<file path="src/rtl/exp_ro_pkg.sv">
// Shared definitions for the frame scheduler: FSM encoding, capture modes,
// timing-word positions inside the packed timing bus and error bit positions.
package exp_ro_pkg;

    typedef enum logic [2:0] {
        ST_IDLE    = 3'd0,
        ST_ARM     = 3'd1,
        ST_LAUNCH  = 3'd2,
        ST_EXPOSE  = 3'd3,
        ST_HANDOFF = 3'd4,
        ST_RO_ACK  = 3'd5,
        ST_NEXT    = 3'd6
    } state_t;

    localparam logic [1:0] MODE_STOP    = 2'd0;
    localparam logic [1:0] MODE_SINGLE  = 2'd1;
    localparam logic [1:0] MODE_NFRAMES = 2'd2;
    localparam logic [1:0] MODE_CONT    = 2'd3;

    localparam int T_STDBY_IDX   = 0;
    localparam int T_RESET_IDX   = 1;
    localparam int TGL_RES_IDX   = 2;
    localparam int TEXP_CTRL_IDX = 3;
    localparam int T1_IDX        = 4;
    localparam int T2_IDX        = 5;
    localparam int T3_IDX        = 6;
    localparam int T4_IDX        = 7;
    localparam int T5_IDX        = 8;
    localparam int T6_IDX        = 9;
    localparam int T7_IDX        = 10;
    localparam int T8_IDX        = 11;
    localparam int T9_IDX        = 12;

    localparam int ERR_WDOG = 0;
    localparam int ERR_CFG  = 1;

endpackage

</file>
<file path="src/rtl/exp_cfg_shadow.sv">
// Shadow register bank: a pending flag plus the active timing/NUM_SUB set,
// copied as one unit when the scheduler opens the load window.
module exp_cfg_shadow #(
    parameter int NUM_T = 13
) (
    input  logic               CLKM,
    input  logic               rst_n,
    input  logic               update,
    input  logic               load_en,
    input  logic [31:0]        num_sub_in,
    input  logic [NUM_T*32-1:0] timing_in,
    output logic [31:0]        num_sub_act,
    output logic [NUM_T*32-1:0] timing_act,
    output logic               pending
);

    logic load;

    assign load = load_en && pending;

    // A request landing on the load cycle re-arms the flag so the newer set follows.
    always_ff @(posedge CLKM or negedge rst_n) begin
        if (!rst_n) begin
            pending <= 1'b0;
        end else if (update) begin
            pending <= 1'b1;
        end else if (load) begin
            pending <= 1'b0;
        end
    end

    always_ff @(posedge CLKM or negedge rst_n) begin
        if (!rst_n) begin
            num_sub_act <= '0;
            timing_act  <= '0;
        end else if (load) begin
            num_sub_act <= num_sub_in;
            timing_act  <= timing_in;
        end
    end

endmodule

</file>
<file path="src/rtl/exp_frame_scheduler.sv">
// Frame-level sequencer: arms and launches exposures, hands frames to readout,
// and keeps the exposure timing set stable for the whole of every frame.
module exp_frame_scheduler
    import exp_ro_pkg::*;
#(
    parameter int          NUM_T       = 13,
    parameter bit          OVERLAP     = 1'b0,
    parameter logic [31:0] WDOG_CYCLES = 32'd200_000_000
) (
    input  logic                CLKM,
    input  logic                rst_n,
    input  logic [1:0]          cfg_mode,
    input  logic [31:0]         cfg_num_frames,
    input  logic                cfg_start,
    input  logic                cfg_stop,
    input  logic                cfg_update,
    input  logic [31:0]         cfg_num_sub_in,
    input  logic [NUM_T*32-1:0] cfg_timing_in,
    output logic [31:0]         cfg_num_sub_act,
    output logic [NUM_T*32-1:0] cfg_timing_act,
    output logic                exp_re_busy,
    input  logic                exp_trigger,
    output logic                ro_start,
    input  logic                ro_busy,
    input  logic                fifo_prog_full,
    output logic                busy,
    output logic                frame_done,
    output logic [31:0]         frame_cnt,
    output logic [1:0]          err
);

    state_t      state;
    state_t      state_next;
    logic [31:0] wdog_cnt;
    logic        stop_req;
    logic        one_shot;
    logic        update_pending;
    logic        cfg_good;
    logic        start_ok;
    logic        start_bad;
    logic        wdog_hit;
    logic        handoff;
    logic        run_done;
    logic        launch_ok;

    exp_cfg_shadow #(
        .NUM_T (NUM_T)
    ) u_shadow (
        .CLKM        (CLKM),
        .rst_n       (rst_n),
        .update      (cfg_update),
        .load_en     ((state == ST_IDLE) || (state == ST_ARM)),
        .num_sub_in  (cfg_num_sub_in),
        .timing_in   (cfg_timing_in),
        .num_sub_act (cfg_num_sub_act),
        .timing_act  (cfg_timing_act),
        .pending     (update_pending)
    );

    assign cfg_good  = (cfg_timing_act[T1_IDX*32 +: 32] != 32'd0)
                    && (cfg_timing_act[TEXP_CTRL_IDX*32 +: 32] != 32'd0)
                    && (cfg_num_sub_act != 32'd0);
    assign start_ok  = (state == ST_IDLE) && cfg_start && (cfg_mode != MODE_STOP) && cfg_good;
    assign start_bad = (state == ST_IDLE) && cfg_start && (cfg_mode != MODE_STOP) && !cfg_good;
    assign wdog_hit  = ((state == ST_EXPOSE) || (state == ST_RO_ACK)) && (wdog_cnt >= WDOG_CYCLES);
    assign handoff   = (state == ST_HANDOFF) && !ro_busy;
    assign launch_ok = !fifo_prog_full && (OVERLAP || !ro_busy);
    assign run_done  = (cfg_mode == MODE_STOP) || (cfg_mode == MODE_SINGLE)
                    || ((cfg_mode == MODE_NFRAMES) && (frame_cnt >= cfg_num_frames))
                    || stop_req;

    always_ff @(posedge CLKM or negedge rst_n) begin
        if (!rst_n) begin
            state <= ST_IDLE;
        end else begin
            state <= state_next;
        end
    end

    // A start+stop pair sets one_shot so ARM does not abort the single frame it owes.
    always_comb begin
        state_next = state;
        case (state)
            ST_IDLE:    if (start_ok) state_next = ST_ARM;
            ST_ARM:     if (stop_req && !one_shot) state_next = ST_IDLE;
                        else if (launch_ok) state_next = ST_LAUNCH;
            ST_LAUNCH:  state_next = ST_EXPOSE;
            ST_EXPOSE:  if (wdog_hit) state_next = ST_IDLE;
                        else if (exp_trigger) state_next = ST_HANDOFF;
            ST_HANDOFF: if (!ro_busy) state_next = ST_RO_ACK;
            ST_RO_ACK:  if (wdog_hit) state_next = ST_IDLE;
                        else if (ro_busy) state_next = ST_NEXT;
            ST_NEXT:    state_next = run_done ? ST_IDLE : ST_ARM;
            default:    state_next = ST_IDLE;
        endcase
    end

    always_comb begin
        exp_re_busy = (state != ST_LAUNCH);
        busy        = (state != ST_IDLE);
        ro_start    = handoff;
        frame_done  = handoff;
    end

    always_ff @(posedge CLKM or negedge rst_n) begin
        if (!rst_n) begin
            wdog_cnt  <= '0;
            frame_cnt <= '0;
            stop_req  <= 1'b0;
            one_shot  <= 1'b0;
            err       <= '0;
        end else begin
            if (state_next != state) begin
                wdog_cnt <= '0;
            end else if (wdog_cnt != 32'hFFFF_FFFF) begin
                wdog_cnt <= wdog_cnt + 32'd1;
            end

            if (start_ok) begin
                frame_cnt <= '0;
            end else if (handoff && (frame_cnt != 32'hFFFF_FFFF)) begin
                frame_cnt <= frame_cnt + 32'd1;
            end

            if (state == ST_IDLE) begin
                stop_req <= start_ok && cfg_stop;
                one_shot <= start_ok && cfg_stop;
            end else if (state_next == ST_IDLE) begin
                stop_req <= 1'b0;
                one_shot <= 1'b0;
            end else if (cfg_stop) begin
                stop_req <= 1'b1;
            end

            if (start_ok) begin
                err[ERR_CFG] <= 1'b0;
            end else if (start_bad) begin
                err[ERR_CFG] <= 1'b1;
            end

            if (wdog_hit) begin
                err[ERR_WDOG] <= 1'b1;
            end
        end
    end

endmodule
</file>
<file path="config.mk">
export PLATFORM = sky130hd
export DESIGN_NAME = exp_frame_scheduler
export DESIGN_NICKNAME = d
export VERILOG_FILES = /design/src/rtl/exp_ro_pkg.sv /design/src/rtl/exp_cfg_shadow.sv /design/src/rtl/exp_frame_scheduler.sv
export SDC_FILE = /design/constraint.sdc
export NUM_CORES = 1
export LEC_CHECK = 0
export ABC_AREA = 1
export CAP_MARGIN = 15
export CORE_AREA = 2 2 385 387
export DETAILED_ROUTE_END_ITERATION = 8
export DIE_AREA = 0 0 387 389
export DONT_BUFFER_PORTS = 1
export GPL_TIMING_DRIVEN = 0
export PLACE_DENSITY = 0.38
export SLEW_MARGIN = 25
export SYNTH_ARGS = -nofsm -noshare
export SYNTH_HDL_FRONTEND = slang
export SYNTH_SLANG_ARGS = --single-unit
export TNS_END_PERCENT = 50
</file>
<file path="constraint.sdc">
create_clock -name CLKM -period 2.35 [get_ports CLKM]
set_clock_uncertainty 0.05 [all_clocks]
set_input_delay 0.47 -clock CLKM [delete_from_list [all_inputs] [get_ports CLKM]]
set_output_delay 0.47 -clock CLKM [all_outputs]
set_load 0.1 [all_outputs]
</file>
==> results.py, run 1 <==
metrics = {
    "run_status": {
        "status": "finished, violations left",
        "failed_checks": "negative hold slack, negative setup slack",
    },
    "worst_setup_path": {
        "worstPathRequired_ns": 1.83,
        "critPathKind": "reg -> out",
        "cp-end-kind": "output port",
        "setup.worst_path.start_class": "flop",
        "crit_fanout": 5,
        "arrival_ns": 2.23,
    },
    "drt": {
        "via_count": 20020,
        "drt_iter0_drc": 1095,
        "drt_wl_total_um": 99870,
        "via_per_inst": 3.819,
        "first_pass_iters": 5,
        "ant_nets": 0,
        "route.detailed.drc": 0,
        "routedWlPerCell_um": 19.05,
    },
    "cells_and_area": {
        "layout-drive-gt1-share_pct": 15.14,
        "area_growth_syn_to_layout_pct": 48.73,
        "fin_util_pct": 22.53,
        "fin_nets": 3777,
    },
    "clock_tree": {
        "cts_htree_levels": 3,
        "clk_path_buf_depth": 3,
        "cts-buffers-inserted": 67,
        "cts_tree": "yes",
        "cts_root_buf": "clkbuf_16",
        "path_clk_slew_ns": 0.06,
        "cts_sinks": 520,
        "clkLatencyLatePin_ns": 0.66,
    },
    "global_routing": {
        "grt_first_pass_wirelength_um": 142600,
        "grt_pass1_vias": 20670,
        "antenna_found_initial": 28,
        "grt-ovfl-total": 0,
        "grt_start_max_net_pins": 521,
        "track_usage_pct": 12.76,
    },
    "sta": {
        "drv_slew": 0,
        "worst_pin_slew_ns": 1.068,
        "max-slew-margin-rel_pct": 28.83,
        "finalHoldViolCount": 39,
        "setup_viol": 92,
        "holdWs_ns": -0.1155,
        "period_share_pct": 117.2,
        "rsz0062_at_grt": "true",
        "fin_ws_ns": -0.4038,
        "min_period_ns": 2.754,
        "max_freq_ghz": 0.3631,
    },
    "synthesis": {
        "synth_ff_type": "dfrtp_1",
        "ys_top_cells_by_area": "dfrtp_1 59%, nand2_1 26%, nor2_1 2.3%",
        "netlist_top_cells_count": "1509 x nand2_1, 520 x dfrtp_1, 135 x nor2_1, 112 x inv_1, 52 x buf_2",
        "syn_area_um2": 22200,
        "avgSynthCellArea_um2": 8.260,
        "postSynthCellCount": 2688,
        "yosysMostFrequentCell": "nand2_1",
        "yosysTopAreaCell": "dfrtp_1",
        "yosysWarnings": 0,
        "synth-seq-area-share_pct": 58.61,
        "synth_seq_cells": 520,
        "synthArstFlopShare_pct": 100.0,
        "synthesis.nets": 3213,
        "synth_edf_count": 0,
        "synth_top_area_share_pct": 58.61,
        "synth_cell_type_count": 42,
    },
    "floorplanning": {
        "die-area_um2": 150500,
        "die_w_um": 387,
        "row_count": 141,
        "die_y_um": 389,
        "ioPinCount": 976,
        "start_util_pct": 15.14,
        "core-area_um2": 146600,
    },
    "placement": {
        "dp_slack_ns": -1.514,
        "gp_congestion": 0.8754,
        "hpwl_um": 75030,
        "port_buffers": 0,
    },
    "flow_run": {
        "cap_viol_max_count": 0,
    },
    "hold_path": {
        "hold_class": "in -> async",
    },
}
## final cells by class
| cell class | count | area [um^2] |
|---|---|---|
| clock buffer | 95 | 1913 |
| sequential | 520 | 13340 |
| buffer | 105 | 663.1 |
| inverter | 116 | 469.2 |
| antenna | 9 | 22.52 |
| clock inverter | 24 | 352.8 |
| multi-input combinational | 1946 | 8731 |
| tap | 1930 | 2415 |
| fill | 16020 | 113600 |
| timing repair buffer | 496 | 5115 |
## per-stage QoR
step,cell area [um^2],cells,hold slack [ns],setup TNS (ns)
6_report,33020,5241,-0.1155,-16.05
3_3_place_gp,24660,4618,0.1349,-845.31
2_1_floorplan,22240,2688,0.1244,0
5_1_grt,33010,5237,-0.08393,-77.37
3_5_place_dp,24670,4618,0.1342,-519.73
4_1_cts,32180,5207,-0.6225,-35.82
## state kept, by name, summed over array words and instances (netlist names)
signal	count
state	3
u_shadow.pending	1
u_shadow.num_sub_act	32
wdog_cnt	32
u_shadow.timing_act	416
stop_req	1
frame_cnt	32
err	2
one_shot	1
## worst max-delay path: stages (launching register included)
cell     delay (ns)
dfrtp_2        0.42
inv_2          0.09
nand3_4        0.08
nor2_4         0.71
buf_12         0.26
## final timing paths
| kind | cells after the start | from | end | slack, ns |
|---|---|---|---|---|
| max in group asynchronous | 5 | rst_n | u_shadow.num_sub_act[26]$_DFFE_PN0P_ | 0.36 |
| setup / recovery | 4 | state[0]$_DFF_PN0_ | ro_start | -0.40 |
| setup reg to reg | 11 | state[0]$_DFF_PN0_ | frame_cnt[30]$_DFFE_PN0P_ | -0.32 |
| hold / removal | 3 | rst_n | u_shadow.timing_act[255]$_DFFE_PN0P_ | -0.12 |
| hold reg to reg | 2 | one_shot$_DFFE_PN0P_ | one_shot$_DFFE_PN0P_ | 0.48 |
| min in group CLKM | 4 | exp_trigger | state[2]$_DFF_PN0_ | 0.14 |
## repair_timing
item                       in CTS  in global routing
cloned                          1                  2
hold endpoints to repair      972                150
setup endpoints to repair     522                501
pin swaps                       8                 19
gates resized for setup       251                134
hold buffers                  452                  5
setup buffers                  17                 17
## cells in the final DEF (no fill, tap or decap), types with 19 or more instances in the layout
cell type / n
nand2_1: 1489
dlygate4sd3_1: 453
dfrtp_1: 389
nor2_1: 118
inv_1: 108
clkbuf_16: 70
dfrtp_4: 66
dfrtp_2: 65
clkbuf_1: 37
nand3_1: 36
buf_4: 35
buf_2: 32
nor2_2: 31
ha_1: 30
a21oi_1: 29
nand4_1: 28
nor2_4: 27
nor3_1: 21
nand2_2: 20
buf_6: 19
## layer usage
| metal | routed length [um] | up-vias | share of wire, % | global-route usage (%) |
|---|---|---|---|---|
| li1 | - | 9401 | - | - |
| met1 | 40070 | 9635 | 40 | 15.16 |
| met2 | 46700 | 776 | 47 | 20.72 |
| met3 | 9195 | 185 | 9.2 | 4.768 |
| met4 | 3777 | 18 | 3.8 | 5.205 |
| met5 | 125 | - | 0.13 | 0 |
## cell families (layout without fill, tap and decap cells)
group	Yosys count	after routing	synth area share, %
other	0	9	0
buffers and inverters	222	836	4.215
and+or+nand+nor	1808	1808	32.35
AOI/OAI and AO/OA	83	83	2.063
DFF	520	520	58.61
xor gates and xnor gates	20	20	0.7890
adders and majority gates	35	35	1.972
Power of run 1 is left out: the tool's default activity adds up to more than one toggle a clock period on the data nets, which glitch-free logic cannot reach.
==> inputs of run 2 (changes only) <==
--- a/config.mk
+++ b/config.mk
@@ -12,7 +12,6 @@
 export DIE_AREA = 0 0 387 389
 export DONT_BUFFER_PORTS = 1
 export GPL_TIMING_DRIVEN = 0
-export PLACE_DENSITY = 0.38
 export SLEW_MARGIN = 25
 export SYNTH_ARGS = -nofsm -noshare
 export SYNTH_HDL_FRONTEND = slang
==> run 2 against run 1 <==
The flow still finishes with violations (negative hold slack, negative setup slack). Critical path depth rose by 9. Non-clock buffer count fell by 17. Register-to-register slack got worse by 0.21 ns. Sequential share of layout area rose by 0.16 points. Flip-flop and latch count did not move. Core utilization fell by 0.17 points. Count of clock-buffer cells in the layout fell by 7. Fmax fell by 4.3%. Global-route usage rose by 0.59 points. Final cell count fell by 0.13%.
==> results.py, run 2 (synthesized netlist as in run 1, its figures left out) <==
metrics = {
    "sta": {
        "setup_viol": 520,
        "setup_tns_ns": -166.92,
        "min_period_ns": 2.877,
        "fin_ws_ns": -0.5271,
        "finalHoldViolCount": 384,
        "rsz0062_at_grt": "true",
        "drv_slew": 0,
        "max_freq_ghz": 0.3476,
        "max-slew-margin-rel_pct": 24.56,
        "period_share_pct": 122.4,
        "worst_pin_slew_ns": 1.132,
        "holdWs_ns": -0.5429,
    },
    "floorplanning": {
        "row_count": 141,
        "die_w_um": 387,
        "ioPinCount": 976,
        "core-area_um2": 146600,
        "die-area_um2": 150500,
        "start_util_pct": 15.14,
        "die_y_um": 389,
    },
    "worst_setup_path": {
        "cp_top_family": "simple AND/OR/NAND/NOR gates",
        "setup.worst_path.start_class": "flop",
        "worstPathRequired_ns": 2.88,
        "crit_fanout": 10,
        "arrival_ns": 3.40,
        "critPathKind": "reg -> reg",
        "slowest_stage": "dfrtp_2",
        "crit_chain": "nor2_1, nand4_1, nor3_4, nor2_2, nand2_4, buf_12, nand2_4, nor2_4, nand2_2, nand2_4, nand3_4, buf_8, nor2_2",
        "slowest_delay_ns": 0.66,
        "critPathMostFrequentCell": "nand2_4",
        "critical_path_buf_inv_count": 2,
        "cp-end-kind": "flop",
        "worst-r2r-setup-slack_ns": -0.53,
    },
    "placement": {
        "dp_slack_ns": -1.919,
        "port_buffers": 0,
        "hpwl_um": 78610,
        "gp_congestion": 0.9383,
    },
    "hold_path": {
        "hold_class": "in -> async",
    },
    "cells_and_area": {
        "most-common-layout-cells": "1491 x nand2_1, 453 x dlygate4sd3_1, 370 x dfrtp_1",
        "fill_cells": 15620,
        "fin_nets": 3754,
        "largest_reg_flops": 416,
        "area_growth_syn_to_layout_pct": 47.62,
        "regMostFlops": "u_shadow.timing_act",
        "layout-drive-gt1-share_pct": 14.63,
        "final_common_cell": "nand2_1",
    },
    "drt": {
        "first_pass_iters": 5,
        "via_per_inst": 3.979,
        "drt_wl_total_um": 105100,
        "routedWlPerCell_um": 20.09,
        "drt_iter0_drc": 1374,
        "route.detailed.drc": 0,
        "via_count": 20830,
        "ant_nets": 0,
    },
    "clock_tree": {
        "clkLatencyLatePin_ns": 0.67,
        "cts_sinks": 520,
        "hold_buffers": 453,
        "cts_tree": "yes",
        "clk_path_buf_depth": 3,
        "cts_root_buf": "clkbuf_16",
        "path_clk_slew_ns": 0.06,
        "cts_htree_levels": 2,
        "cts-buffers-inserted": 60,
    },
    "global_routing": {
        "antenna_found_initial": 31,
        "grt_first_pass_wirelength_um": 148500,
        "grt_pass1_vias": 21220,
        "track_usage_pct": 13.35,
        "grt_start_max_net_pins": 521,
        "grt-ovfl-total": 0,
    },
    "flow_run": {
        "cap_viol_max_count": 0,
    },
    "run_status": {
        "status": "finished, violations left",
        "failed_checks": "negative hold slack, negative setup slack",
    },
}
-- run 2: metrics by stage --
stage / utilization (%) / cells / area, um^2
final: 22.36 / 5234 / 32780
after CTS: 22.04 / 5204 / 32320
after floorplan: - / 2688 / 22240
after global placement: 16.82 / 4618 / 24660
after detailed placement: 16.90 / 4625 / 24780
after global routing: 22.34 / 5224 / 32750
-- run 2: final timing paths --
check	startpoint	depth (start not counted)	endpoint
worst max-delay path	u_shadow.num_sub_act[6]$_DFFE_PN0P_	13	wdog_cnt[25]$_DFFE_PN0P_
worst min-delay path	rst_n	0	u_shadow.timing_act[298]$_DFFE_PN0P_
worst max register to register	u_shadow.num_sub_act[6]$_DFFE_PN0P_	13	wdog_cnt[25]$_DFFE_PN0P_
worst min register to register	one_shot$_DFFE_PN0P_	2	one_shot$_DFFE_PN0P_
max in group asynchronous	rst_n	2	u_shadow.timing_act[155]$_DFFE_PN0P_
min in group CLKM	cfg_start	3	err[1]$_DFFE_PN0P_
-- run 2: final cells by class --
cell class	instances	area, um^2	area share [%]
Antenna cell	24	60.06	0.1832
Sequential cell	520	13290	40.56
Clock inverter	25	420.4	1.283
Buffer	106	900.9	2.749
Clock buffer	88	1747	5.329
Multi-Input combinational cell	1946	8562	26.12
Timing Repair inverter	1	11.26	0.03436
Inverter	116	473.0	1.443
Tap cell	1930	2415	7.368
Timing Repair Buffer	478	4893	14.93
-- run 2: per-layer routing --
metal,global-route usage (%),vias to the layer above,wire [um]
li1,-,9388,-
met1,15.60,9983,40890
met2,21.09,1135,46590
met3,5.385,303,11410
met4,6.766,18,6122
met5,0,-,128
-- run 2: timing repair --
item                       in CTS  in global routing
hold endpoints to repair      973                384
setup buffers                  11                  4
setup endpoints to repair     521                520
gates resized for setup       262                108
pin swaps                       8                 19
cloned                          2                  1
Power of run 2 is left out for the same reason.
==> inputs of run 3 (changes only) <==
--- a/config.mk
+++ b/config.mk
@@ -5,11 +5,10 @@
 export SDC_FILE = /design/constraint.sdc
 export NUM_CORES = 1
 export LEC_CHECK = 0
-export ABC_AREA = 1
 export CAP_MARGIN = 15
-export CORE_AREA = 2 2 385 387
+export CORE_AREA = 2 2 378 380
 export DETAILED_ROUTE_END_ITERATION = 8
-export DIE_AREA = 0 0 387 389
+export DIE_AREA = 0 0 380 382
 export DONT_BUFFER_PORTS = 1
 export GPL_TIMING_DRIVEN = 0
 export SLEW_MARGIN = 25
==> run 3 against run 2 <==
Largest cell class unchanged. Sequential share of layout area increased by 0.90 points. Core utilization increased by 0.30 points. The flow still finishes with violations (negative hold slack, negative setup slack). Register-to-register slack got worse by 0.38 ns. Routed wire length decreased by 0.92%. Global-route usage increased by 0.29 points. Worst setup slack got worse by 0.38 ns. Flip-flop and latch count unchanged. First-iteration DRC count decreased by 42%. Synthesized area decreased by 3.4%.
==> results.py, run 3 <==
metrics = {
    "clock_tree": {
        "cts-buffers-inserted": 60,
        "clk_path_buf_depth": 3,
        "path_clk_slew_ns": 0.06,
        "cts_htree_levels": 2,
        "clkLatencyLatePin_ns": 0.67,
        "cts_tree": "yes",
        "cts_root_buf": "clkbuf_16",
        "hold_buffers": 452,
        "cts_sinks": 520,
    },
    "synthesis": {
        "synth_edf_count": 0,
        "synth_ff_type": "dfrtp_1",
        "postSynthCellCount": 1509,
        "synth-seq-area-share_pct": 60.67,
        "synthArstFlopShare_pct": 100.0,
        "synthesis.nets": 2034,
        "syn_area_um2": 21450,
        "ys_top_cells_by_area": "dfrtp_1 61%, mux2_2 24%, ha_1 2.0%",
        "synth_cell_type_count": 53,
        "yosysMostFrequentCell": "dfrtp_1",
        "yosysWarnings": 0,
        "netlist_top_cells_count": "520 x dfrtp_1, 448 x mux2_2, 61 x clkbuf_1, 56 x nor2_1, 45 x inv_1",
        "avgSynthCellArea_um2": 14.21,
        "yosysTopAreaCell": "dfrtp_1",
        "synth_top_area_share_pct": 60.67,
        "synth_seq_cells": 520,
    },
    "drt": {
        "routedWlPerCell_um": 25.95,
        "ant_nets": 0,
        "via_count": 15570,
        "drt_iter0_drc": 800,
        "first_pass_iters": 4,
        "route.detailed.drc": 0,
        "via_per_inst": 3.879,
        "drt_wl_total_um": 104200,
    },
    "cells_and_area": {
        "regMostFlops": "u_shadow.timing_act",
        "fin_cells": 4015,
        "final_common_cell": "dlygate4sd3_1",
        "layout-drive-gt1-share_pct": 41.40,
        "fin_nets": 2577,
        "most-common-layout-cells": "452 x dlygate4sd3_1, 447 x mux2_2, 373 x dfrtp_1",
        "postLayoutCellArea_um2": 31930,
        "area_growth_syn_to_layout_pct": 48.85,
        "largest_reg_flops": 416,
    },
    "global_routing": {
        "antenna_found_initial": 61,
        "track_usage_pct": 13.64,
        "grt-ovfl-total": 0,
        "grt_first_pass_wirelength_um": 138200,
        "grt_pass1_vias": 16310,
        "grt_start_max_net_pins": 521,
    },
    "worst_setup_path": {
        "setup.worst_path.start_class": "flop",
        "critical_path_buf_inv_count": 3,
        "cp_top_family": "compound AO/OA/AOI/OAI gates",
        "crit_fanout": 5,
        "arrival_ns": 3.76,
        "worstPathRequired_ns": 2.86,
        "slowest_delay_ns": 0.63,
        "crit_chain": "inv_4, ha_4, nand2b_4, a2111oi_4, o32ai_1, or4_4, a41o_4, a221o_2, buf_12, buf_4, a21oi_1",
        "cp-end-kind": "flop",
        "critPathKind": "reg -> reg",
        "slowest_stage": "dfrtp_4",
    },
    "flow_run": {
        "cap_viol_max_count": 0,
    },
    "run_status": {
        "failed_checks": "negative hold slack, negative setup slack",
        "status": "finished, violations left",
    },
    "sta": {
        "holdWs_ns": -0.2710,
        "period_share_pct": 138.4,
        "rsz0062_at_grt": "true",
        "setup_tns_ns": -50.96,
        "max-slew-margin-rel_pct": 25.74,
        "worst_pin_slew_ns": 1.114,
        "min_period_ns": 3.253,
        "finalHoldViolCount": 126,
        "drv_slew": 0,
        "setup_viol": 70,
        "fin_ws_ns": -0.9033,
        "max_freq_ghz": 0.3074,
    },
    "floorplanning": {
        "row_count": 138,
        "ioPinCount": 976,
        "die-area_um2": 145200,
        "die_w_um": 380,
        "start_util_pct": 15.22,
        "die_y_um": 382,
        "core-area_um2": 140900,
    },
    "placement": {
        "hpwl_um": 81590,
        "dpl_cell_area_um2": 24160,
        "gp_congestion": 0.8995,
        "port_buffers": 0,
        "dpl.cell_count": 3402,
    },
    "hold_path": {
        "hold_class": "in -> async",
    },
}
[run 3: what timing repair did]
item / 4_1_cts / 5_1_grt
buffers inserted: 12 / 8
cloned: 5 / 0
endpoints found under the hold margin: 973 / 126
resized for setup: 186 / 41
setup endpoints to repair: 521 / 85
pin swaps: 22 / 12
[run 3: final timing paths]
path / cells past startpoint / startpoint / slack [ns] / end
setup / recovery: 11 / frame_cnt[0]$_DFFE_PN0P_ / -0.90 / wdog_cnt[0]$_DFFE_PN0P_
hold / removal: 1 / rst_n / -0.27 / u_shadow.timing_act[120]$_DFFE_PN0P_
setup reg to reg: 11 / frame_cnt[0]$_DFFE_PN0P_ / -0.90 / wdog_cnt[0]$_DFFE_PN0P_
hold reg to reg: 2 / u_shadow.pending$_DFFE_PN0P_ / 0.47 / u_shadow.pending$_DFFE_PN0P_
max in group asynchronous: 3 / rst_n / 0.46 / u_shadow.num_sub_act[5]$_DFFE_PN0P_
min in group CLKM: 3 / cfg_start / 0.21 / err[1]$_DFFE_PN0P_
[run 3: kinds of logic after synthesis]
group | count (synthesis) | share of synthesized area [%]
simple gates | 240 | 6.002
buf+inv | 115 | 2.158
xor+xnor | 59 | 2.409
mux | 449 | 23.57
compound gates | 91 | 3.156
flops | 520 | 60.67
fa+ha+maj | 35 | 2.042
[run 3: final cells by class]
class | instances | area (um^2)
fill | 14890 | 109000
sequential | 520 | 13240
multi-input combinational | 874 | 8349
timing repair buffer | 483 | 5001
tap | 1890 | 2365
clock buffer | 89 | 1732
buffer | 68 | 644.4
clock inverter | 25 | 371.6
inverter | 45 | 175.2
antenna | 21 | 52.55
[run 3: worst reg2reg max path: cells and delay by family (launching register included)]
kind            cells  cell delay (ns)
compound gates      5             1.23
fa+ha+maj           1             0.20
buf+inv             3             0.42
flops               1             0.63
simple gates        2             0.63
[run 3: per-stage QoR]
stage | hold WS [ns] | util (%) | setup WS [ns]
2_1_floorplan | 0.1244 | - | -0.4967
3_3_place_gp | 0.1334 | 17.06 | -2.921
3_5_place_dp | 0.1377 | 17.15 | -2.468
4_1_cts | -0.6019 | 22.41 | -0.9603
5_1_grt | -0.2739 | 22.64 | -1.002
6_report | -0.2710 | 22.66 | -0.9033
[run 3: layer usage]
| metal | global-route usage, % | share of wire [%] | wire [um] |
|---|---|---|---|
| met5 | 0 | 0.22 | 230 |
| met4 | 4.167 | 3.4 | 3521 |
| met3 | 7.889 | 13 | 14010 |
| met2 | 22.45 | 47 | 49300 |
| met1 | 14.74 | 36 | 37110 |
Power of run 3 is left out for the same reason.
